### config.mk
export PLATFORM = sky130hd
export DESIGN_NAME = gmii_rx_deframer
export DESIGN_NICKNAME = d
export VERILOG_FILES = /design/src/rtl/gmii_rx_deframer.sv
export SDC_FILE = /design/constraint.sdc
export NUM_CORES = 1
export LEC_CHECK = 0
export CORE_MARGIN = 8
export CORE_UTILIZATION = 47
export DETAILED_ROUTE_END_ITERATION = 6
export GPL_ROUTABILITY_DRIVEN = 0
export PLACE_DENSITY = 0.74
export SLEW_MARGIN = 30
export SYNTH_ARGS = -nofsm -noshare
export SYNTH_HDL_FRONTEND = slang
export SYNTH_SLANG_ARGS = --single-unit
### constraint.sdc
create_clock -name clk -period 3.4 [get_ports clk]
set_input_delay 0.85 -clock clk [delete_from_list [all_inputs] [get_ports clk]]
set_output_delay 0.85 -clock clk [all_outputs]
set_load 0.05 [all_outputs]
### src/rtl/gmii_rx_deframer.sv
// gmii_rx_deframer
// Turns the GMII receive signals into a framed byte stream for the MAC RX
// path. The preamble and SFD are removed, and frame length is checked
// against MIN_FRAME_LEN/MAX_FRAME_LEN. A GMII receive error inside a frame
// marks that frame bad. Wrapping statistics counters are kept.
//
// Ports:
//   clk        GMII receive clock, rising edge
//   reset      synchronous active-high reset
//   rx_dv      GMII receive data valid
//   rxd[7:0]   GMII receive data
//   rx_er      GMII receive error
//   out_valid  out_data carries a frame byte
//   out_data   frame byte, destination MAC first, FCS last
//   out_sop    first byte of a frame (with out_valid)
//   out_eop    last byte of a frame (with out_valid)
//   out_err    frame is bad (meaningful with out_eop)
//   out_len    frame byte count (meaningful with out_eop)
//   frame_cnt  good frames emitted
//   err_cnt    bad frames emitted
//   drop_cnt   frames discarded without any output
module gmii_rx_deframer #(
  parameter int MIN_FRAME_LEN = 64,
  parameter int MAX_FRAME_LEN = 1522
) (
  input  logic        clk,
  input  logic        reset,
  input  logic        rx_dv,
  input  logic [7:0]  rxd,
  input  logic        rx_er,
  output logic        out_valid,
  output logic [7:0]  out_data,
  output logic        out_sop,
  output logic        out_eop,
  output logic        out_err,
  output logic [15:0] out_len,
  output logic [31:0] frame_cnt,
  output logic [31:0] err_cnt,
  output logic [31:0] drop_cnt
);

  typedef enum logic [1:0] {IDLE, PRE, DATA, DROP} state_t;

  localparam logic [15:0] MinLen = 16'(MIN_FRAME_LEN);
  localparam logic [15:0] MaxLen = 16'(MAX_FRAME_LEN);
  localparam logic [7:0]  PreambleByte = 8'h55;
  localparam logic [7:0]  SfdByte = 8'hD5;

  state_t      state;
  logic [7:0]  hold_data;
  logic        hold_valid;
  logic        hold_sop;
  logic        err_flag;
  logic [15:0] len;
  logic        end_bad;

  // Verdict for a frame ending normally: a sticky receive error or a runt.
  assign end_bad = err_flag || (len < MinLen);

  // One byte is held back so that the frame end, which is only seen when
  // rx_dv drops, can be flagged on the last real byte. len counts the bytes
  // taken into the hold register, so it equals the number of bytes emitted
  // once the held byte goes out as eop.
  always_ff @(posedge clk) begin
    if (reset) begin
      state      <= DROP;
      hold_data  <= 8'h00;
      hold_valid <= 1'b0;
      hold_sop   <= 1'b0;
      err_flag   <= 1'b0;
      len        <= 16'h0000;
      out_valid  <= 1'b0;
      out_data   <= 8'h00;
      out_sop    <= 1'b0;
      out_eop    <= 1'b0;
      out_err    <= 1'b0;
      out_len    <= 16'h0000;
      frame_cnt  <= 32'h0;
      err_cnt    <= 32'h0;
      drop_cnt   <= 32'h0;
    end else begin
      out_valid <= 1'b0;
      out_data  <= 8'h00;
      out_sop   <= 1'b0;
      out_eop   <= 1'b0;
      out_err   <= 1'b0;
      out_len   <= 16'h0000;

      case (state)
        IDLE: begin
          if (rx_dv) begin
            if (rx_er) begin
              drop_cnt <= drop_cnt + 32'd1;
              state    <= DROP;
            end else if (rxd == PreambleByte) begin
              state <= PRE;
            end else if (rxd == SfdByte) begin
              state <= DATA;
            end else begin
              drop_cnt <= drop_cnt + 32'd1;
              state    <= DROP;
            end
          end
        end

        PRE: begin
          if (!rx_dv) begin
            drop_cnt <= drop_cnt + 32'd1;
            state    <= IDLE;
          end else if (rx_er) begin
            drop_cnt <= drop_cnt + 32'd1;
            state    <= DROP;
          end else if (rxd == SfdByte) begin
            state <= DATA;
          end else if (rxd != PreambleByte) begin
            drop_cnt <= drop_cnt + 32'd1;
            state    <= DROP;
          end
        end

        DATA: begin
          if (rx_dv && (len == MaxLen)) begin
            // Giant: the incoming byte would exceed the limit, so the held
            // byte closes the frame and the rest is discarded.
            out_valid  <= 1'b1;
            out_data   <= hold_data;
            out_sop    <= hold_sop;
            out_eop    <= 1'b1;
            out_err    <= 1'b1;
            out_len    <= len;
            err_cnt    <= err_cnt + 32'd1;
            hold_valid <= 1'b0;
            err_flag   <= 1'b0;
            len        <= 16'h0000;
            state      <= DROP;
          end else if (rx_dv) begin
            if (hold_valid) begin
              out_valid <= 1'b1;
              out_data  <= hold_data;
              out_sop   <= hold_sop;
            end
            hold_data  <= rxd;
            hold_valid <= 1'b1;
            hold_sop   <= !hold_valid;
            err_flag   <= err_flag || rx_er;
            len        <= len + 16'd1;
          end else begin
            if (hold_valid) begin
              out_valid <= 1'b1;
              out_data  <= hold_data;
              out_sop   <= hold_sop;
              out_eop   <= 1'b1;
              out_err   <= end_bad;
              out_len   <= len;
              if (end_bad) err_cnt <= err_cnt + 32'd1;
              else         frame_cnt <= frame_cnt + 32'd1;
            end else begin
              // SFD immediately followed by end of carrier: empty frame.
              drop_cnt <= drop_cnt + 32'd1;
            end
            hold_valid <= 1'b0;
            err_flag   <= 1'b0;
            len        <= 16'h0000;
            state      <= IDLE;
          end
        end

        DROP: begin
          if (!rx_dv) state <= IDLE;
        end

        default: state <= DROP;
      endcase
    end
  end

endmodule

# Word level (Yosys, flattened, before mapping)
# Index checks and enable logic that the tools add are counted.
[classes]
n_lt_le_gt_ge = 1
addsub = 4
n_eq_ne = 17
n_mux = 47
n_bitwise = 4
reduce_logical = 14
[ops]
columns = ["op", "n"]
rows = [
  ["two-way mux 32 bit", 15],
  ["adder 32 x 1 -> 32 bit (second input constant)", 3],
  ["case mux 32 bit (3 select lines)", 1],
  ["two-way mux 16 bit", 5],
  ["two-way mux 2 bit", 9],
  ["adder 16 x 1 -> 16 bit (second input constant)", 1],
  ["== test 16 x 11 -> 1 bit (second input constant)", 1],
  ["< comparator 16 x 7 -> 1 bit (second input constant)", 1],
  ["two-way mux 8 bit", 2],
  ["two-way mux 1 bit", 14],
  ["AND reduction 9 bit", 1],
  ["== test 8 x 7 -> 1 bit (second input constant)", 1],
  ["== test 8 bit (second input constant)", 1],
  ["!= test 2 bit (second input constant)", 4],
  ["!= test 4 bit (second input constant)", 2],
  ["!= test 8 x 7 -> 1 bit (second input constant)", 1],
  ["case mux 2 bit (4 select lines)", 1],
  ["!= test 3 bit (second input constant)", 2],
  ["!= test 5 bit (second input constant)", 1],
  ["AND reduction 5 bit", 1],
  ["== test 2 bit (second input constant)", 2],
  ["inverter 1 bit", 4],
  ["AND reduction 4 bit", 1],
  ["nonzero test 2 bit", 2],
  ["other kinds (10)", 11],
]
[word_totals]
ff_bits = 153
inputBits = 12
out_inout_bits = 124
word_cells = 102

# Longest topological paths before layout
# Gate-level depths: netlist of the first run.
[logic_depth]
depth_word = 6
mapped_depth = 9
ltp_nobuf = 7

# Worst setup path after synthesis of the first run
# No wires, ideal clock.
[synth_path]
path_type = "input to register"
startpoint = "input rx_dv"
endpoint = "register frame_cnt[27]"
t_required_ns = 3.330
slack_ns = 0.624
setup_ns = 0.070
arrival_ns = 2.706
path_stages = 6
n_path_buf = 1
cell_sequence = "nand4bb_1 -> a311o_2 -> or4_4 -> buf_6 -> or4_1 -> a21oi_1"
[synth_via]
elab_chain_len = 3
word_cells_on_any_way = 4
cone_classes = "bitwise: 2; reduce/logical: 2"
[synth_lines]
columns = ["item", "line", "source"]
rows = [
  ["from (decl)", "28", "input logic rx_dv,"],
  ["logical AND 1 bit", "122", "if (rx_dv && (len == MaxLen)) begin"],
  ["inverter 1 bit (no line)", "n/a", ""],
  ["AND reduction 5 bit (no line) (*)", "n/a", ""],
  ["to (signal assigned)", "156", "else frame_cnt <= frame_cnt + 32'd1;"],
  ["to (decl)", "37", "output logic [31:0] frame_cnt,"],
]
# Mark *: on every way between the ends. The rest lies on a longest branch, timed or not.
# A chain may end at the register's enable or synchronous reset.

# Worst setup path in the final report of the first run
[layout_path]
startpoint = "input rxd[6]"
endpoint = "register drop_cnt[20]"
[layout_via]
elab_chain_len = 3
word_cells_on_any_way = 8
cone_classes = "eq/ne: 7; reduce/logical: 1"
[layout_lines]
columns = ["item", "line", "source"]
rows = [
  ["from (decl)", "29", "input logic [7:0] rxd,"],
  ["!= test 8 x 7 -> 1 bit, or another cell as far along", "115", "end else if (rxd != PreambleByte) begin"],
  ["!= test 4 bit (no line) / != test 3 bit (equally long branches)", "n/a", ""],
  ["AND reduction 9 bit (no line) (*)", "n/a", ""],
  ["to (signal assigned)", "108", "drop_cnt <= drop_cnt + 32'd1;"],
  ["to (signal assigned)", "111", "drop_cnt <= drop_cnt + 32'd1;"],
  ["to (signal assigned)", "116", "drop_cnt <= drop_cnt + 32'd1;"],
  ["to (decl)", "39", "output logic [31:0] drop_cnt"],
]
# Marks and branches as above.

==> metrics.cfg, run 1 <==
[min_path]
hold-path-cell-count = 1
min_to = out_data[7]
hold_path_class = register to register
min_from = hold_data[7]

[cts]
cts_made_buffers = 17
clk_pin_slew_ns = 0.06
clock-sinks = 153
clk_latency_ns = 0.42
post_cts_buffers = 0
htree_levels = 4
cts_root_buf = clkbuf_16
tritoncts = yes
hold_buffers = 0
cts-resized-gates = 0
cts_buffer_depth = 2

[die]
coreArea_mm2 = 0.0139
rows = 43
fp.dieH_um = 135
ioPinCount = 136
design.die.area_mm2 = 0.0183
die_x_um = 135
start_util_pct = 48.1

[global_routing]
grt_pass1_wl_mm = 29.1
grt_pass1_vias = 6027
grt.overflow.total = 0
grt_max_degree = 45
antenna_found_initial = 0
track_usage_pct = 19.2

[setup_path]
reg2reg_to = err_cnt[28]
ff2ff_path_depth = 7
critPathLaunch = rxd[6]
cp.arrival_ns = 3.34
crit_type = input port to register
critPathMaxFanout = 14
cp.required_ns = 3.75
cp-end-kind = register
startpoint_type = input port
reg2reg_slack_ns = 0.72
regToRegStartpoint = len[1]

[cells_and_area]
syn_to_final_growth_pct = 32.5
fin_area_mm2 = 0.00889
antenna_cells = 0
layout-drive-gt1-share_pct = 7.42
final_cells = 1096
final_nets = 920

[synth]
synth_area_leaders = dfxtp_1, a21oi_1, nor2_1
netlist.area_leader.share_pct = 45.7
syn-cell-area_mm2 = 0.00670
avgSynthCellArea_um2 = 8.72
syn_nets = 786
yosysUniqueCellTypes = 52
synthCells = 769
synth_seq_area_share_pct = 45.7
ys.flop_type = dfxtp_1
synth.most_common_cell = dfxtp_1
synth_edf_count = 0
synthTopCellsByCount = dfxtp_1, a21oi_1, nor2_1
synth-seq-cells = 153
synth_warnings = 0
yosys.area.top_type = dfxtp_1
async_flop_share_pct = 0

[sta]
post-route-period-util_pct = 88.0
finClkSkew_ns = 0.0111
fin_crit_ns = 2.99
tns_ns = 0
finalMaxSlewViolations = 0
rsz0062_at_grt = false
tightest_slew_ns = 0.852
finalHoldViolCount = 0
max_slew_margin_pct = 42.4
max_freq_ghz = 0.334
finalSetupViolations = 0

[route]
dr.pass1.iters = 5
post_drt_wl_per_cell_um = 16.1
vias_per_cell = 5.80
drt_wl_total_mm = 17.7
route.detailed.drc = 0
ant_nets = 0
drt_iter0_markers = 448
vias = 6355

[power]
peakVddDrop_v = 0.000322
p_comb_share_pct = 3.5
p_per_area_mw_per_mm2 = 431
power_frac_clock_pct = 49.1
p_int_uw = 2950
pwr-share-seq_pct = 47.4
swShare_pct = 23.1
p_leak_uw = 0.00287
p_switching_uw = 886

[outcome]
status = finished clean

[placement]
placed_cell_area_mm2 = 0.00829
hpwl_mm = 12.6
portBuffers = 135
dp.cells = 1064

[flow_run]
maxCapViolations = 0

==> worst max path at each step <==
stage / endpoint / slack (ns) / cells past startpoint
after global placement: drop_cnt[22] / 0.16 / 7
after floorplan: frame_cnt[27] / 0.62 / 6
after global routing: drop_cnt[14] / 0.26 / 7
after detailed placement: drop_cnt[20] / 0.09 / 7
final: drop_cnt[20] / 0.41 / 7
after CTS: drop_cnt[20] / 0.48 / 7
==> area by class of cell <==
class,instances,area (µm²)
clock buffer,17,425
sequential,153,3060
tap,180,225
timing repair buffer,153,1510
inverter,20,75.1
fill,1144,5050
clock inverter,15,166
multi-input combinational,558,3420
==> power groups by stage <==
stage	sequential, µW	clock [µW]	combinational [µW]
finish	1810	1880	134
global route	1810	2000	147
CTS	1810	1910	134
detailed placement	1850	0	134
global placement	1850	0	131
floorplan	1860	0	73.8
==> metal layers <==
| layer | part of all wire (%) | GRT usage (%) | up-vias |
|---|---|---|---|
| li1 | - | - | 3110 |
| met1 | 43 | 23.0 | 3026 |
| met2 | 48 | 31.5 | 194 |
| met3 | 7.9 | 6.19 | 25 |
| met4 | 1.3 | 7.16 | 0 |
| met5 | 0 | 0 | - |
==> state kept, by name, summed over array words and instances (netlist names), 2 cells and up <==
signal	cells
out_data	8
out_len	16
err_cnt	32
drop_cnt	32
frame_cnt	32
state	2
len	16
hold_data	8
==> per-stage QoR <==
| step | worst slack (ns) | hold slack (ns) | power [µW] | util [%] |
|---|---|---|---|---|
| 5_1_grt | 0.263 | 0.483 | 3960 | 63.8 |
| 6_report | 0.407 | 0.458 | 3830 | 63.8 |
| 2_1_floorplan | 0.624 | 0.430 | 1940 | - |
| 3_5_place_dp | 0.0860 | 0.444 | 1990 | 59.5 |
| 3_3_place_gp | 0.161 | 0.436 | 1980 | 59.5 |
| 4_1_cts | 0.476 | 0.462 | 3860 | 63.8 |
==> critical path, stage by stage <==
cell and delay (ns):
clkdlybuf4s50_1 0.47, nor4bb_1 0.75, a311oi_2 0.21, buf_4 0.23, o21ai_0 0.47, o21ai_0 0.18, a21oi_1 0.16
==> cell families (layout without fill, tap and decap cells) <==
kind of cell | count (synthesis) | in the layout | synth area share [%]
adders and majority gates | 5 | 5 | 0.933
DFF | 153 | 153 | 45.7
xor gates and xnor gates | 38 | 38 | 4.96
AOI/OAI and AO/OA | 168 | 168 | 15.2
buffers and inverters | 58 | 205 | 3.38
and+or+nand+nor | 334 | 334 | 27.8
muxes | 13 | 13 | 2.03
==> placed cells by master (no fill, tap or decap), drive strengths merged, types with 3 or more instances in the layout <==
cell / n
xor2: 20
nor4bb: 3
inv: 26
mux2i: 8
or4b: 4
nor4: 15
and4: 9
clkdlybuf4s50: 134
or3: 33
ha: 5
nand4: 26
o211ai: 5
nor3: 15
o2111ai: 6
xnor2: 18
clkinvlp: 5
a211oi: 3
nand2: 42
a311oi: 3
dfxtp: 153
nand3: 36
nor2: 70
nor2b: 6
o31ai: 27
o21ai: 39
and3: 9
a21oi: 70
mux2: 5
or4: 30
and2: 25
clkbuf: 17
o41ai: 3
nand2b: 3
buf: 19
Note: power is estimated with default switching activity, not from simulation.
==> run 2, diff against run 1 <==
--- a/config.mk
+++ b/config.mk
@@ -8,8 +8,9 @@
 export CORE_MARGIN = 8
 export CORE_UTILIZATION = 47
 export DETAILED_ROUTE_END_ITERATION = 6
+export DONT_BUFFER_PORTS = 1
 export GPL_ROUTABILITY_DRIVEN = 0
-export PLACE_DENSITY = 0.74
+export HOLD_SLACK_MARGIN = 0.03
 export SLEW_MARGIN = 30
 export SYNTH_ARGS = -nofsm -noshare
 export SYNTH_HDL_FRONTEND = slang
==> metrics.cfg, run 2 (same netlist as run 1, synthesis figures left out) <==
[outcome]
status = finished clean

[power]
p_per_area_mw_per_mm2 = 490
peakVddDrop_v = 0.000307
p_leak_uw = 0.00248

[route]
route.detailed.drc = 0
dr.pass1.iters = 4
post_drt_wl_per_cell_um = 16.8
vias_per_cell = 5.91
vias = 5773
ant_nets = 0
drt_wl_total_mm = 16.4
drt_iter0_markers = 349

[placement]
dp.cells = 944
hpwl_mm = 11.5
placed_cell_area_mm2 = 0.00703
portBuffers = 0
dp_slack_ns = 0.366

[sta]
post-route-period-util_pct = 82.5
tightest_slew_ns = 0.862
finClkSkew_ns = 0.0142
finalHoldViolCount = 0
rsz0062_at_grt = false
finalSetupViolations = 0
finalMaxSlewViolations = 0
max_slew_margin_pct = 42.6
max_freq_ghz = 0.357
fin_crit_ns = 2.80
setup_slack_ns = 0.596
tns_ns = 0

[cts]
hold_buffers = 0
htree_levels = 4
cts_made_buffers = 17
clock-sinks = 153
clk_latency_ns = 0.42
cts-resized-gates = 0
cts_buffer_depth = 2
post_cts_buffers = 0
tritoncts = yes
clk_pin_slew_ns = 0.07
cts_root_buf = clkbuf_16

[cells_and_area]
antenna_cells = 0
final_cell_mix = dfxtp_1, nor2_1, a21oi_1
layout-drive-gt1-share_pct = 10.3
seqCellArea_mm2 = 0.00306
fin_area_mm2 = 0.00762
multi_input_comb_area_mm2 = 0.00343
final_util_pct = 54.7
reg_top3 = drop_cnt: 32 flops, err_cnt: 32 flops, frame_cnt: 32 flops
syn_to_final_growth_pct = 13.7
final_cells = 976
final_nets = 800
fillers = 1259
layout_commonest_cell = dfxtp_1

[die]
ioPinCount = 136
design.die.area_mm2 = 0.0183
start_util_pct = 48.1
die_x_um = 135
coreArea_mm2 = 0.0139
fp.dieH_um = 135
rows = 43

[global_routing]
track_usage_pct = 17.4
grt_pass1_vias = 5082
grt_max_degree = 123
grt.overflow.total = 0
grt_pass1_wl_mm = 26.4
antenna_found_initial = 0

[setup_path]
cp-end-kind = register
crit_type = register to register
cp.arrival_ns = 3.15
startpoint_type = register
critPathMaxFanout = 12
cp.required_ns = 3.75

[min_path]
hold_path_class = register to register

[flow_run]
maxCapViolations = 0

[run 2: cell count changes in the layout (fill, tap and decap cells not counted)]
| cell | change |
|---|---|
| clkdlybuf4s50_1 | -134 |
| inv_6 | -1 |
| o31a_4 | +1 |
| clkinv_4 | +3 |
| clkbuf_8 | +1 |
| o31a_2 | -1 |
| bufinv_16 | -1 |
| buf_12 | -2 |
| buf_4 | +16 |
| clkinvlp_4 | -1 |
| clkinv_2 | -1 |
[run 2: final cells by class]
class,instances,share of cell area (%)
clock buffer,18,5.76
clock inverter,14,1.86
inverter,20,0.985
multi-input combinational,558,45.0
sequential,153,40.2
tap,180,2.96
timing repair buffer,33,3.25
[run 2: worst max-delay path, cell delays in order (launching register included)]
cell	delay (ns)
dfxtp_1	0.75
nand4_1	0.39
nor4_2	0.35
buf_4	0.22
nand2b_1	0.22
or4b_2	0.66
a21oi_1	0.15
[run 2: final timing paths]
path	start	to	slack (ns)	cells past startpoint
min	hold_sop	hold_sop	0.45	2
max reg2reg	err_cnt[4]	err_cnt[26]	0.60	6
max	err_cnt[4]	err_cnt[26]	0.60	6
min reg2reg	hold_sop	hold_sop	0.45	2
[run 2: routing by layer]
metal / GRT usage, % / share of wire (%)
met5: 0 / 0
met3: 6.53 / 9.1
met4: 4.87 / 0.86
met2: 26.7 / 45
met1: 22.2 / 45
[run 2: where the power goes]
part	internal, µW	total (µW)	switching (µW)
logic	25.9	72.7	46.8
registers	1800	1830	22.7
clock network	1050	1840	791
total	2870	3730	861
[run 2: through the flow]
step	hold slack [ns]	total power [µW]
floorplan	0.430	1940
global placement	0.438	1940
detailed placement	0.439	1940
CTS	0.448	3770
global route	0.466	3860
finish	0.447	3730
==> run 3, diff against run 2 <==
==> constraint.sdc (replaced) <==
create_clock -name clk -period 2.4 [get_ports clk]
set_input_delay 0.6 -clock clk [delete_from_list [all_inputs] [get_ports clk]]
set_output_delay 0.6 -clock clk [all_outputs]
set_load 0.05 [all_outputs]
==> metrics.cfg, run 3 (same netlist as run 1, synthesis figures left out) <==
[die]
fp.dieH_um = 135
rows = 43
coreArea_mm2 = 0.0139
die_x_um = 135
ioPinCount = 136
design.die.area_mm2 = 0.0183
start_util_pct = 48.1

[setup_path]
cp-end-kind = register
startpoint_type = register
crit_path_max_incr_delay_ns = 0.51
crit_path_cell_trace = inv_2, ha_1, nor4bb_4, nand3_2, o31a_4, buf_4, or4_1, a21oi_1
critPathMaxFanout = 6
ff2ff_path_depth = 8
cp.arrival_ns = 2.65
cp.required_ns = 2.75
crit_type = register to register
critical-path-slowest-cell = or4_1

[cells_and_area]
final_cells = 1077
layout-drive-gt1-share_pct = 22.2
final_util_pct = 60.7
final_nets = 902
reg_top3 = drop_cnt: 32 flops, err_cnt: 32 flops, frame_cnt: 32 flops
final_cell_mix = dfxtp_1, buf_4, nor2_1, a21oi_1, nand2_1
antenna_cells = 0
layout_commonest_cell = dfxtp_1
syn_to_final_growth_pct = 26.3

[placement]
hpwl_mm = 12.9
dp_slack_ns = -0.0643
dp.cells = 1043
portBuffers = 0

[cts]
hold_buffers = 0
cts_made_buffers = 17
htree_levels = 4
tritoncts = yes
clock-sinks = 153
clk_pin_slew_ns = 0.06
cts_root_buf = clkbuf_16
clk_latency_ns = 0.42
cts_buffer_depth = 2

[route]
vias_per_cell = 5.70
dr.pass1.iters = 5
drt_iter0_markers = 286
post_drt_wl_per_cell_um = 16.9
ant_nets = 0
route.detailed.drc = 0
drt_wl_total_mm = 18.2
vias = 6141

[global_routing]
grt.overflow.total = 0
grt_pass1_vias = 5665
track_usage_pct = 19.1
grt_max_degree = 123
grt_pass1_wl_mm = 28.6
antenna_found_initial = 0

[sta]
max_slew_margin_pct = 59.0
finalSetupViolations = 0
fin_crit_ns = 2.29
setup_slack_ns = 0.107
tns_ns = 0
post-route-period-util_pct = 95.6
whs_ns = 0.246
max_freq_ghz = 0.436
finalHoldViolCount = 0
tightest_slew_ns = 0.614
finalMaxSlewViolations = 0
finClkSkew_ns = 0.00906

[min_path]
hold_path_class = input port to register
hold-path-cell-count = 1

[flow_run]
maxCapViolations = 0

[outcome]
status = finished clean

[power]
p_per_area_mw_per_mm2 = 626
p_leak_uw = 0.00306
peakVddDrop_v = 0.000519

## run 3: cell types whose count changed in the layout (fill, tap and decap cells not counted), sizes merged
| cell | change |
|---|---|
| clkinv | -2 |
| o31a | +2 |
| clkbuf | -1 |
| inv | +1 |
| clkinvlp | +1 |
| buf | +100 |
## run 3: repair_timing
action	4_1_cts	5_1_grt
resized for setup	1	11
pin swaps	0	2
endpoints found under the setup margin	4	22
setup buffers	0	1
cloned	0	2
## run 3: critical path: cells and delay by family (launching register included)
kind	cells	cell delay (ns)
AOI/OAI and AO/OA	2	0.58
adders and majority gates	1	0.15
buffers and inverters	2	0.25
DFF	1	0.34
and+or+nand+nor	3	0.91
## run 3: per-stage QoR
step / instance area (µm²) / power, µW
after detailed placement: 7810 / 2770
after global placement: 7810 / 2770
after floorplan: 6720 / 2740
final: 8460 / 5290
after global routing: 8460 / 5470
after CTS: 8380 / 5350
## run 3: layer usage
| layer | up-vias | track usage [%] | share of wire, % |
|---|---|---|---|
| met5 | - | 0 | 0 |
| met4 | 0 | 6.54 | 1.3 |
| met3 | 19 | 7.38 | 8.9 |
| met2 | 166 | 30.6 | 47 |
| met1 | 2886 | 22.9 | 43 |
| li1 | 3070 | - | - |
## run 3: area by class of cell
type / count / area [µm²]
fillers: 1253 / 5470
multi-input cells: 560 / 3510
flip-flops and latches: 153 / 3070
repair buffers: 133 / 1010
clock buffers: 17 / 425
well taps: 180 / 225
clock inverters: 14 / 140
inverters: 20 / 75.1
## run 3: final timing paths
path                  from           end  slack (ns)
setup reg to reg    len[0]    err_cnt[8]        0.11
hold / removal       reset  frame_cnt[4]        0.25
hold reg to reg   hold_sop      hold_sop        0.45
setup / recovery    len[0]    err_cnt[8]        0.11
## run 3: power breakdown
part	switching (µW)	internal (µW)	leakage, µW
registers	15.8	2550	0.00124
clock network	1130	1440	0.000261
logic	91.5	60.6	0.00156
